===== config.mk =====
export PLATFORM = sky130hd
export DESIGN_NAME = ftdi_fifo_bridge
export DESIGN_NICKNAME = d
export VERILOG_FILES = /design/src/rtl/ftdi_pkg.sv /design/src/rtl/sync_fifo.sv /design/src/rtl/ftdi_fifo_bridge.sv
export SDC_FILE = /design/constraint.sdc
export NUM_CORES = 1
export LEC_CHECK = 0
export CAP_MARGIN = 5
export CORE_MARGIN = 4
export CORE_UTILIZATION = 54
export DETAILED_ROUTE_END_ITERATION = 10
export GPL_TIMING_DRIVEN = 0
export PLACE_DENSITY = 0.72
export SETUP_SLACK_MARGIN = 0.1
export SYNTH_ARGS = -nofsm -noshare
export SYNTH_HDL_FRONTEND = slang
export SYNTH_SLANG_ARGS = --single-unit

===== constraint.sdc =====
create_clock -name clock -period 8.55 [get_ports clock]
set_clock_uncertainty 0.15 [all_clocks]
set_input_delay 0.855 -clock clock [delete_from_list [all_inputs] [get_ports clock]]
set_output_delay 0.855 -clock clock [all_outputs]
set_load 0.02 [all_outputs]

===== src/rtl/ftdi_pkg.sv =====
// Shared FSM state encoding and default timing for the FTDI FIFO bridge.
// Pure declarations: no logic, no latency, no flow control.
package ftdi_pkg;

    typedef enum logic [2:0] {
        IDLE,
        RD_STROBE,
        WR_SETUP,
        WR_STROBE,
        TURN
    } bridge_state_t;

    localparam int DEF_DATA_W   = 8;
    localparam int DEF_DEPTH    = 16;
    localparam int DEF_RD_PULSE = 4;
    localparam int DEF_WR_PULSE = 4;
    localparam int DEF_TURN_CYC = 2;

    function automatic int max3(input int a, input int b, input int c);
        int m;
        m = (a > b) ? a : b;
        return (m > c) ? m : c;
    endfunction

endpackage


===== src/rtl/sync_fifo.sv =====
// First-word-fall-through FIFO: head visible while count>0, one-cycle push-to-visible latency.
// Push when full and pop when empty are ignored unless paired with the opposite operation.
module sync_fifo #(
    parameter int DATA_W = 8,
    parameter int DEPTH  = 16
) (
    input  logic                    clock,
    input  logic                    reset,
    input  logic                    push,
    input  logic [DATA_W-1:0]       push_data,
    input  logic                    pop,
    output logic [DATA_W-1:0]       pop_data,
    output logic [$clog2(DEPTH):0]  count
);

    localparam int AW = $clog2(DEPTH);

    logic [DATA_W-1:0] mem [DEPTH];
    logic [AW-1:0]     wr_ptr;
    logic [AW-1:0]     rd_ptr;
    logic              full;
    logic              empty;
    logic              do_push;
    logic              do_pop;

    assign full    = (count == (AW+1)'(DEPTH));
    assign empty   = (count == '0);
    // A paired push/pop always moves both pointers so occupancy holds steady at the extremes.
    assign do_push = push && (!full || pop);
    assign do_pop  = pop && (!empty || push);
    assign pop_data = empty ? push_data : mem[rd_ptr];

    always_ff @(posedge clock) begin
        if (do_push) begin
            mem[wr_ptr] <= push_data;
        end
    end

    always_ff @(posedge clock or posedge reset) begin
        if (reset) begin
            wr_ptr <= '0;
            rd_ptr <= '0;
            count  <= '0;
        end else begin
            if (do_push) begin
                wr_ptr <= wr_ptr + AW'(1);
            end
            if (do_pop) begin
                rd_ptr <= rd_ptr + AW'(1);
            end
            case ({do_push, do_pop})
                2'b10:   count <= count + (AW+1)'(1);
                2'b01:   count <= count - (AW+1)'(1);
                default: count <= count;
            endcase
        end
    end

endmodule


===== src/rtl/ftdi_fifo_bridge.sv =====
// Bridges an FTDI async-FIFO bus to rx/tx valid-ready streams through two FWFT buffers.
// Bus reads stall while rx is full, writes wait for tx data; RXF#/TXE# add two sync cycles.
module ftdi_fifo_bridge
    import ftdi_pkg::*;
#(
    parameter int DATA_W   = DEF_DATA_W,
    parameter int DEPTH    = DEF_DEPTH,
    parameter int RD_PULSE = DEF_RD_PULSE,
    parameter int WR_PULSE = DEF_WR_PULSE,
    parameter int TURN_CYC = DEF_TURN_CYC
) (
    input  logic                    clock,
    input  logic                    reset,
    input  logic                    en,
    input  logic                    rxf,
    input  logic                    txe,
    input  logic [DATA_W-1:0]       adbus_in,
    output logic [DATA_W-1:0]       adbus_out,
    output logic                    adbus_tri,
    output logic                    ftdi_rd,
    output logic                    ftdi_wr,
    output logic [DATA_W-1:0]       rx_data,
    output logic                    rx_valid,
    input  logic                    rx_ready,
    input  logic [DATA_W-1:0]       tx_data,
    input  logic                    tx_valid,
    output logic                    tx_ready,
    output logic [$clog2(DEPTH):0]  rx_count,
    output logic [$clog2(DEPTH):0]  tx_count
);

    localparam int CW    = $clog2(DEPTH) + 1;
    localparam int CNT_W = $clog2(max3(RD_PULSE, WR_PULSE, TURN_CYC) + 1);
    localparam logic [CNT_W-1:0] RD_LAST   = CNT_W'(RD_PULSE - 1);
    localparam logic [CNT_W-1:0] WR_LAST   = CNT_W'(WR_PULSE - 1);
    localparam logic [CNT_W-1:0] TURN_LAST = CNT_W'(TURN_CYC - 1);

    bridge_state_t     state, state_nxt;
    logic [CNT_W-1:0]  cnt, cnt_nxt;
    logic              last_wr, last_wr_nxt;
    logic              load_out;
    logic              rxf_meta, rxf_sync, txe_meta, txe_sync;
    logic              rd_ok, wr_ok;
    logic              rx_push, tx_pop;
    logic [DATA_W-1:0] tx_head;

    always_ff @(posedge clock or posedge reset) begin
        if (reset) begin
            rxf_meta <= 1'b1;
            rxf_sync <= 1'b1;
            txe_meta <= 1'b1;
            txe_sync <= 1'b1;
        end else begin
            rxf_meta <= rxf;
            rxf_sync <= rxf_meta;
            txe_meta <= txe;
            txe_sync <= txe_meta;
        end
    end

    assign rd_ok = en && !rxf_sync && (rx_count < CW'(DEPTH));
    assign wr_ok = en && !txe_sync && (tx_count != '0);

    // last_wr resets high so the first contested grant goes to the read side.
    always_ff @(posedge clock or posedge reset) begin
        if (reset) begin
            state     <= IDLE;
            cnt       <= '0;
            last_wr   <= 1'b1;
            adbus_out <= '0;
        end else begin
            state   <= state_nxt;
            cnt     <= cnt_nxt;
            last_wr <= last_wr_nxt;
            if (load_out) begin
                adbus_out <= tx_head;
            end
        end
    end

    always_comb begin
        state_nxt   = state;
        cnt_nxt     = cnt;
        last_wr_nxt = last_wr;
        load_out    = 1'b0;
        rx_push     = 1'b0;
        tx_pop      = 1'b0;
        ftdi_rd     = 1'b1;
        ftdi_wr     = 1'b1;
        adbus_tri   = 1'b0;
        unique case (state)
            IDLE: begin
                cnt_nxt = '0;
                if (rd_ok && (!wr_ok || last_wr)) begin
                    state_nxt   = RD_STROBE;
                    last_wr_nxt = 1'b0;
                end else if (wr_ok) begin
                    state_nxt   = WR_SETUP;
                    last_wr_nxt = 1'b1;
                    load_out    = 1'b1;
                end
            end
            RD_STROBE: begin
                ftdi_rd = 1'b0;
                if (cnt == RD_LAST) begin
                    rx_push   = 1'b1;
                    state_nxt = TURN;
                    cnt_nxt   = '0;
                end else begin
                    cnt_nxt = cnt + CNT_W'(1);
                end
            end
            WR_SETUP: begin
                adbus_tri = 1'b1;
                state_nxt = WR_STROBE;
                cnt_nxt   = '0;
            end
            WR_STROBE: begin
                adbus_tri = 1'b1;
                ftdi_wr   = 1'b0;
                if (cnt == WR_LAST) begin
                    tx_pop    = 1'b1;
                    state_nxt = TURN;
                    cnt_nxt   = '0;
                end else begin
                    cnt_nxt = cnt + CNT_W'(1);
                end
            end
            TURN: begin
                // Keep driving one extra cycle after a write for data hold on the pins.
                adbus_tri = last_wr && (cnt == '0);
                if (cnt == TURN_LAST) begin
                    state_nxt = IDLE;
                    cnt_nxt   = '0;
                end else begin
                    cnt_nxt = cnt + CNT_W'(1);
                end
            end
            default: begin
                state_nxt = IDLE;
                cnt_nxt   = '0;
            end
        endcase
    end

    assign rx_valid = (rx_count != '0);
    assign tx_ready = (tx_count < CW'(DEPTH));

    sync_fifo #(.DATA_W(DATA_W), .DEPTH(DEPTH)) u_rx_fifo (
        .clock     (clock),
        .reset     (reset),
        .push      (rx_push),
        .push_data (adbus_in),
        .pop       (rx_valid && rx_ready),
        .pop_data  (rx_data),
        .count     (rx_count)
    );

    sync_fifo #(.DATA_W(DATA_W), .DEPTH(DEPTH)) u_tx_fifo (
        .clock     (clock),
        .reset     (reset),
        .push      (tx_valid && tx_ready),
        .push_data (tx_data),
        .pop       (tx_pop),
        .pop_data  (tx_head),
        .count     (tx_count)
    );

endmodule


## Yosys cells after proc, flatten, opt, wreduce, memory -nomap -nowiden

Memories as Yosys holds them, arrays and structs flattened. A register that Yosys moved wholly into a read port is not among the register bits.
Index checks and enable logic that the tools add are counted.

- $add $sub $neg: 9
- Magnitude comparators: 2
- Eq/ne operators: 15
- Muxes and demuxes: 26
- Reduce and logical (&&, ||, !) cells: 37

Operator list:

| cell | count |
|---|---|
| 5-bit case mux with 2 select lines | 2 |
| 3-bit 2-to-1 mux | 6 |
| 4-bit by 1-bit adder with 4-bit output (second input constant) | 4 |
| 1-bit 2-to-1 mux | 14 |
| 1-bit logical AND | 12 |
| 3-bit case mux with 4 select lines | 1 |
| 5-bit by 1-bit adder with 5-bit output (second input constant) | 2 |
| 5-bit equality test (second input constant) | 2 |
| 5-bit zero test | 2 |
| 5-bit < comparator (second input constant) | 2 |
| 5-bit nonzero test | 2 |
| 5-bit by 1-bit subtractor with 5-bit output (second input constant) | 2 |
| 3-bit by 2-bit equality test with 1-bit output (second input constant) | 3 |
| 8-bit 2-to-1 mux | 1 |
| 1-bit zero test | 7 |
| 3-bit by 1-bit equality test with 1-bit output (second input constant) | 2 |
| 3-bit zero test | 2 |
| 3-bit case mux with 2 select lines | 1 |
| 2-bit nonzero test | 3 |
| 1-bit logical OR | 5 |
| 2-bit by 1-bit equality test with 1-bit output (second input constant) | 2 |
| 2-bit equality test (second input constant) | 2 |
| 2-bit OR reduction | 2 |
| 3-bit by 1-bit adder with 3-bit output (second input constant) | 1 |
| 7 further kinds | 7 |

- Bits in registers: 37
- RAM bits: 256
- Input bits: 23
- Output and inout bits: 31
- Word-level logic and storage cells: 104
- Memories: 2

Memory list:

| memory | depth | bits a word | read ports | clocked after memory_dff | wr ports | RTL line | RTL |
|---|---|---|---|---|---|---|---|
| u_rx_fifo.mem | 16 | 8 | 1 | 0 | 1 | sync_fifo.sv:18 | `logic [DATA_W-1:0] mem [DEPTH];` |
| u_tx_fifo.mem | 16 | 8 | 1 | 1 | 1 | sync_fifo.sv:18 |  |

## Depth between registers and ports, before layout

Gate-level depths: netlist of the first run.

- Word-level depth: 8
- Depth in mapped cells: 13
- Depth with buffers taken out: 12

## Modules after synthesis

A second synthesis of the first run with hierarchy kept.

- Cells, all modules: 692
- Area, all modules: 12672.2 µm²

Modules (own cells, without submodules):

| module | instances | cells an instance | area an instance (µm²) | seq. area each (µm²) |
|---|---|---|---|---|
| sync_fifo at u_rx_fifo | 1 | 302 | 5860.6 | 4169.0 |
| sync_fifo at u_tx_fifo | 1 | 306 | 5831.8 | 4169.0 |
| ftdi_fifo_bridge | 1 | 84 | 979.7 | 481.7 |

## Worst setup path after synthesis of the first run

Ideal clock, no wire load.

- Path kind: flip-flop to flip-flop
- Start: register u_tx_fifo.count[1]
- End: register u_tx_fifo.count[4]
- Library setup time: 0.132 ns
- Arrival: 2.819 ns
- Required time: 8.268 ns
- Slack: 5.449 ns
- Stages on the path, launching flop included: 11
- Period minus slack after synthesis: 3.101 ns
- Cells stage by stage: dfrtp_1 -> or4_4 -> nor3_1 -> nor3b_2 -> ha_1 -> ha_1 -> nor2b_1 -> o21ai_0 -> a21oi_1 -> or3b_2 -> xnor2_1

- Longest elaborated chain between the ends: 6

Ends and longest elaborated chain:

| item | RTL line | RTL |
|---|---|---|
| start: declaration | sync_fifo.sv:13 | `output logic [$clog2(DEPTH):0] count` |
| start signal: assignment | sync_fifo.sv:52 | `2'b10: count <= count + (AW+1)'(1);` |
| start signal: assignment | sync_fifo.sv:53 | `2'b01: count <= count - (AW+1)'(1);` |
| start signal: assignment | sync_fifo.sv:54 | `default: count <= count;` |
| 5-bit < comparator / 5-bit zero test (equally long branches) | ftdi_fifo_bridge.sv:147, sync_fifo.sv:27 |  |
| 1-bit logical AND / 1-bit zero test (equally long branches) | ftdi_fifo_bridge.sv:162, sync_fifo.sv:30 |  |
| 1-bit logical OR * | sync_fifo.sv:30 | `assign do_pop = pop && (!empty \|\| push);` |
| 1-bit logical AND * | sync_fifo.sv:30 |  |
| named net u_tx_fifo.do_pop | sync_fifo.sv:24 | `logic do_pop;` |
| 2-bit by 1-bit equality test with 1-bit output / 2-bit equality test (equally long branches) | sync_fifo.sv:51 | `case ({do_push, do_pop})` |
| 5-bit case mux with 2 select lines / 2-bit nonzero test (equally long branches) | -- |  |

The timed path passes the listed nets; every way through them passes the cells marked *.
A chain may end at the register's enable or synchronous reset.

## Worst setup path after layout of the first run

- Start: register u_rx_fifo.count[1]
- End: output port rx_data[7]

- Longest elaborated chain between the ends: 2

Ends and longest elaborated chain:

| item | RTL line | RTL |
|---|---|---|
| start: declaration | sync_fifo.sv:13 |  |
| start signal: assignment | sync_fifo.sv:52 |  |
| start signal: assignment | sync_fifo.sv:53 |  |
| start signal: assignment | sync_fifo.sv:54 |  |
| 5-bit zero test | sync_fifo.sv:27 | `assign empty = (count == '0);` |
| 8-bit 2-to-1 mux | sync_fifo.sv:31 | `assign pop_data = empty ? push_data : mem[rd_ptr];` |
| end: declaration | ftdi_fifo_bridge.sv:22 | `output logic [DATA_W-1:0] rx_data,` |

Every way passes these cells.

==> run summary, run 1 <==
largest net degree at the start of global routing: 29
I/O pin count: 54
first-pass detailed-route iteration total: 5
final hold violation count: 0
WL/cell: 22.31 microns
non-filler cells, final: 1070
Syn Inst Count: 672
PD cells: 327.6 mW/mm^2
post-synthesis simple-gate area fraction: 0.04368
most common cell in the synthesized netlist: edfxtp_1
multiplexer share of the synthesized area: 0.1443
Layout fillers: 1571
Final setup viols: 0
Core Util, Final: 0.6333
sequential fraction of the synthesis area: 0.7127
Worst Path Arrival: 3480 ps
Synthesis Warnings: 0
total grt overflow: 0
clk sinks: 301
Synth top area share: 0.6212
CP startpoint kind: flop
hold buffers post-CTS: 0
PnR worst setup slack: 4065 ps
CTS Buf Count: 31
minimum clock period: 4485 ps
fin crit share: 0.5245
Die Ht: 159.4 microns
synthesized area: 0.01238 sq mm
worst r2r path cells: 12
Layout area overhead: 15.51%
Worst Hold Launch: txe_meta$_DFF_PP1_
pre-CTS WS: 4587 ps
async set-reset flop share out of synthesis: 0.1495
first-pass GRT wire length: 37820 microns
CTS Buffer Depth: 3
Placed Instances: 1012
Netlist cell types: 52
ys flop type: edfxtp_1
fin. max-slew vios: 0
top cells by count, synth: edfxtp_1, mux4_2, dfrtp_1
layout cells sized above 1: 0.1834
Min-Delay Endpoint: txe_sync$_DFF_PP1_
largest family of logic cells by synthesized area: multiplexers
Clk pin slew, worst setup/hold paths: 60 ps
HP Class: flop to flop
Initial DRC Count: 403
total power draw: 4.683 mW
hold path depth: 0
port bufs: 53
Setup TNS: 0 ps
P_leak: 4.834 nW
Max Fanout on Critical Path: 8
gr usage total: 0.1904
outcome: complete, no violations
placed wire-length estimate: 16080 microns
CTS root buffer: clkbuf_16
register bit total from synthesis: 301
max frequency: 223.0 MHz
# Post-CTS Setup Buffers: 0
Synth Area in Adders: 0.02588
CTS tree: done
Mean Syn Cell Area: 18.42 sq um
latest clock arrival within the worst-skew pair: 540 ps
Critical Path Max Stage Delay: 680 ps
VDD IR max: 0.0002360 V
Compound-Gate Fraction of Synth Area: 0.03579
Rel. slew slack: 0.1496
DRC violations left: 0
largest cells by area after synthesis: edfxtp_1, mux4_2, dfrtp_1, ha_1, mux4_1
initial core utilization: 0.5483
r2r endpoint: u_rx_fifo.count[4]$_DFFE_PP0P_
CP bufs+invs: 2
critical path class: flop to output port
R2R setup slack: 4770 ps
number of routed nets with antenna violations: 0
routed vias/inst: 5.856
Yosys top cell by area: edfxtp_1
Worst Setup End Kind: output port
RePlAce Congestion: 0.7596
Post-synth EDFFs: 256
H-tree depth: 1
via count: 6266
vias in the first global route: 6654
worst hold margin: 204.4 ps
Critical-path top delay cell: nor2b_1
critical path depth in cells: 7
Worst Path Required: 7550 ps
Storage cell area: 0.008820 sq mm
die area: 0.02540 sq mm
Critical Path Source: u_rx_fifo.count[1]$_DFFE_PP0P_
# rows: 55
family with the most delay on the worst path: simple AND/OR/NAND/NOR gates
area of the multi-input gates: 0.003287 sq mm
max-cap violations: 0
placed inst area: 0.01329 sq mm
critical-path cell list: clkbuf_1 -> nor4_2 -> nor2b_1 -> nor2_1 -> o2bb2ai_1 -> a31oi_1 -> clkdlybuf4s50_1
Chip Width: 159.4 microns
Worst Max-Slew Pin Slew: 1266 ps
drt total wl: 23880 microns
XOR/XNOR Fraction of Synth Area: 0.01557
CTS resizes: 0
Syn Nets: 720
initial antenna violation count: 0
RSZ-0062 raised after global routing: false
Reg-to-Reg Start: u_rx_fifo.count[1]$_DFFE_PP0P_
Post-layout nets: 811
ant diodes: 0
Core ar.: 0.02257 sq mm
Final Cell Area: 0.01430 sq mm
## cell families after synthesis
family	after synthesis
and+or+nand+nor	112
buffers and inverters	54
DFF	301
xor gates and xnor gates	22
AOI/OAI and AO/OA	64
adders and majority gates	25
muxes	94
## state kept, by name, indices dropped and copies added, names as in the netlist
signal,count
adbus_out,8
cnt,3
last_wr,1
rxf_meta,1
rxf_sync,1
state,3
txe_meta,1
txe_sync,1
u_rx_fifo.count,5
u_rx_fifo.mem,128
u_rx_fifo.rd_ptr,4
u_rx_fifo.wr_ptr,4
u_tx_fifo.count,5
u_tx_fifo.mem,128
u_tx_fifo.rd_ptr,4
u_tx_fifo.wr_ptr,4
## power by group
group	total, mW	internal, mW	leakage (nW)	switching [mW]
clock	1.30	0.775	0.475	0.525
combinational	1.53	0.719	1.51	0.814
sequential	1.85	1.75	2.85	0.101
## layer usage
layer	global-route usage	part of all wire
met1	0.2559	0.41
met4	0.05957	0.031
met5	0	0
met3	0.02692	0.045
met2	0.3271	0.51
## final cells by class
cell class,count,share of cell area
Sequential cell,301,0.6170
Multi-Input combinational cell,317,0.2299
Clock buffer,34,0.05505
Timing Repair Buffer,58,0.04026
Tap cell,285,0.02495
Buffer,35,0.01418
Clock inverter,21,0.01365
Inverter,19,0.004989
## worst register-to-register path: cells and delay by family, from the launching register on
| family | cells | cell delay, ps |
|---|---|---|
| compound gates | 3 | 480 |
| xor+xnor | 2 | 340 |
| fa+ha+maj | 2 | 530 |
| buf+inv | 2 | 380 |
| flops | 1 | 380 |
| simple gates | 3 | 1390 |
## how the worst max path moves through the flow
| stage | endpoint |
|---|---|
| after detailed placement | u_tx_fifo.count[4]$_DFFE_PP0P_ |
| final | rx_data[7] |
| after CTS | rx_data[7] |
| after floorplan | u_tx_fifo.count[4]$_DFFE_PP0P_ |
| after global routing | rx_data[1] |
| after global placement | u_rx_fifo.mem[2][5]$_DFFE_PP_ |
## layout by cell type (no fill, tap or decap), types with 11 or more instances in the layout
master,n
mux2i_1,19
inv_1,18
a21oi_1,15
clkbuf_1,14
clkinv_1,13
edfxtp_1,256
o21ai_0,18
nor2_1,30
ha_1,24
clkbuf_16,31
dfrtp_1,40
nand2_1,37
nor2b_1,12
xnor2_1,13
clkdlybuf4s50_1,53
mux2_2,11
mux4_2,56
Power figures use the tool's default switching activity.
==> run 2: changes to the inputs <==
clock period = 4.3 ns   (was 8.55 ns; I/O delays follow)
==> results of run 2 <==
Same layout as run 1 (identical final DEF). Status: complete, no violations.
Main changes from that run: setup slack after placement 4587 ps -> 609.3 ps; setup slack after layout 4065 ps -> 240.2 ps; hold slack 204.4 ps -> 64.09 ps; register-to-register setup slack 4770 ps -> 520 ps; total power 4.683 mW -> 9.311 mW; worst IR drop on VDD 0.0002360 V -> 0.0004693 V
==> run 3: changes to the inputs <==
CORE_UTILIZATION = 50   (was 54)
PLACE_DENSITY = 0.68   (was 0.72)
==> run summary, run 3 (same netlist as run 1, synthesis figures left out) <==
outcome: complete, no violations
most used cell, CP: clkbuf_1
latest clock arrival within the worst-skew pair: 550 ps
Storage cell area: 0.008820 sq mm
Chip Width: 165.3 microns
R2R setup slack: 590 ps
number of routed nets with antenna violations: 0
via count: 6325
critical-path cell list: clkbuf_1 -> nor4_2 -> nor2b_1 -> clkbuf_1 -> nand2_1 -> o21ai_0 -> clkdlybuf4s50_1
drt total wl: 24090 microns
worst r2r path cells: 12
RePlAce Congestion: 0.8105
Psw: 2.914 mW
gr usage total: 0.1805
I/O pin count: 54
RSZ-0062 raised after global routing: false
ant diodes: 0
vias in the first global route: 6634
Worst Max-Slew Pin Slew: 1219 ps
CP startpoint kind: flop
Critical-path top delay cell: clkdlybuf4s50_1
area of the multi-input gates: 0.003287 sq mm
Gate power share: 0.326
Clk pin slew, worst setup/hold paths: 60 ps
HP Class: input pin to asynchronous set/reset pin
initial core utilization: 0.5089
Die Ht: 165.3 microns
VDD IR max: 0.0004191 V
Layout area overhead: 16.46%
DRC violations left: 0
Core ar.: 0.02432 sq mm
total grt overflow: 0
clk sinks: 301
first-pass detailed-route iteration total: 6
hold buffers post-CTS: 0
CTS tree: done
# rows: 57
largest registers: u_rx_fifo.mem (128), u_tx_fifo.mem (128), adbus_out (8)
Initial DRC Count: 500
CTS Buffer Depth: 3
# Post-CTS Setup Buffers: 0
r2r endpoint: u_rx_fifo.count[4]$_DFFE_PP0P_
max-cap violations: 0
Clock power frac: 0.284
initial antenna violation count: 0
CTS resizes: 0
Reg-to-Reg Start: u_rx_fifo.count[1]$_DFFE_PP0P_
critical path class: flop to output port
final hold violation count: 0
Setup TNS: 0 ps
routed vias/inst: 5.688
max frequency: 252.0 MHz
placed wire-length estimate: 15970 microns
Net Sw Frac: 0.3088
largest net degree at the start of global routing: 25
Max Fanout on Critical Path: 10
Layout fillers: 1758
minimum clock period: 3968 ps
Critical Path Max Stage Delay: 650 ps
most frequent cells in the layout: edfxtp_1, mux4_2, clkdlybuf4s50_1, dfrtp_1, nand2_1
Worst Path Arrival: 3390 ps
layout cells sized above 1: 0.1992
Internal: 6.522 mW
Post-layout nets: 811
Rel. slew slack: 0.1808
fin crit share: 0.9227
Worst Path Required: 3720 ps
P_leak: 4.878 nW
CTS root buffer: clkbuf_16
most common cell after layout, fill and taps aside: edfxtp_1
CTS Buf Count: 31
port bufs: 53
H-tree depth: 1
Reg power frac: 0.389
Worst Setup End Kind: output port
die area: 0.02733 sq mm
WL/cell: 21.67 microns
first-pass GRT wire length: 37370 microns
fin. max-slew vios: 0
total power draw: 9.435 mW
PD cells: 654.6 mW/mm^2
Final setup viols: 0
run 3: cell types whose count changed in the layout (fill, tap and decap cells not counted):
cell        change
clkinv_1       -11
clkinv_2        +7
clkbuf_8        +3
clkinv_4        +2
buf_12          -1
buf_16          +1
buf_4           -1
clkbuf_1        +1
clkbuf_2        +1
clkinvlp_4      +1
run 3: cell type report:
class                           instances  share of cell area
Buffer                                 35             0.01406
Clock buffer                           38             0.05773
Clock inverter                         20             0.01484
Inverter                               19            0.004948
Multi-Input combinational cell        317              0.2281
Sequential cell                       301              0.6119
Tap cell                              324             0.02813
Timing Repair Buffer                   58             0.04028
run 3: per-stage QoR:
stage          std cells  setup WS, ps  cell area, sq um  hold slack [ps]    util
5_1_grt             1112         104.7             14410            124.4  0.5926
3_5_place_dp        1052         670.6             13350            197.9  0.5489
4_1_cts             1110         293.1             14400            98.59  0.5919
3_3_place_gp        1049         723.7             13310            195.4  0.5474
6_report            1112         332.5             14410            110.8  0.5926
2_1_floorplan        672          1199             12380            195.2       -
run 3: metal layers:
| metal | share of wire | global-route usage |
|---|---|---|
| met1 | 0.41 | 0.2384 |
| met4 | 0.024 | 0.04124 |
| met2 | 0.52 | 0.3205 |
| met5 | 0 | 0 |
| met3 | 0.048 | 0.02606 |
run 3: worst max path at each step:
stage,from,endpoint
2_1_floorplan,u_tx_fifo.count[1]$_DFFE_PP0P_,u_tx_fifo.count[4]$_DFFE_PP0P_
6_report,u_rx_fifo.count[1]$_DFFE_PP0P_,rx_data[2]
3_5_place_dp,u_rx_fifo.count[1]$_DFFE_PP0P_,u_rx_fifo.count[4]$_DFFE_PP0P_
3_3_place_gp,u_rx_fifo.count[1]$_DFFE_PP0P_,u_rx_fifo.count[4]$_DFFE_PP0P_
5_1_grt,u_rx_fifo.count[1]$_DFFE_PP0P_,rx_data[2]
4_1_cts,u_rx_fifo.count[1]$_DFFE_PP0P_,rx_data[5]
run 3: worst max-delay path: cells and delay by family, from the launching register on:
| family | cells | cell delay, ps |
|---|---|---|
| simple gates | 3 | 1030 |
| compound gates | 1 | 130 |
| flops | 1 | 400 |
| buf+inv | 3 | 1260 |
run 3: power groups by stage:
stage	Clock [mW]	Combinational, mW	Sequential, mW
after CTS	2.74	3.11	3.67
after floorplan	0	1.99	3.78
after global placement	0	3.01	3.70
after detailed placement	0	3.09	3.73
after global routing	2.87	3.33	3.71
final	2.68	3.08	3.67
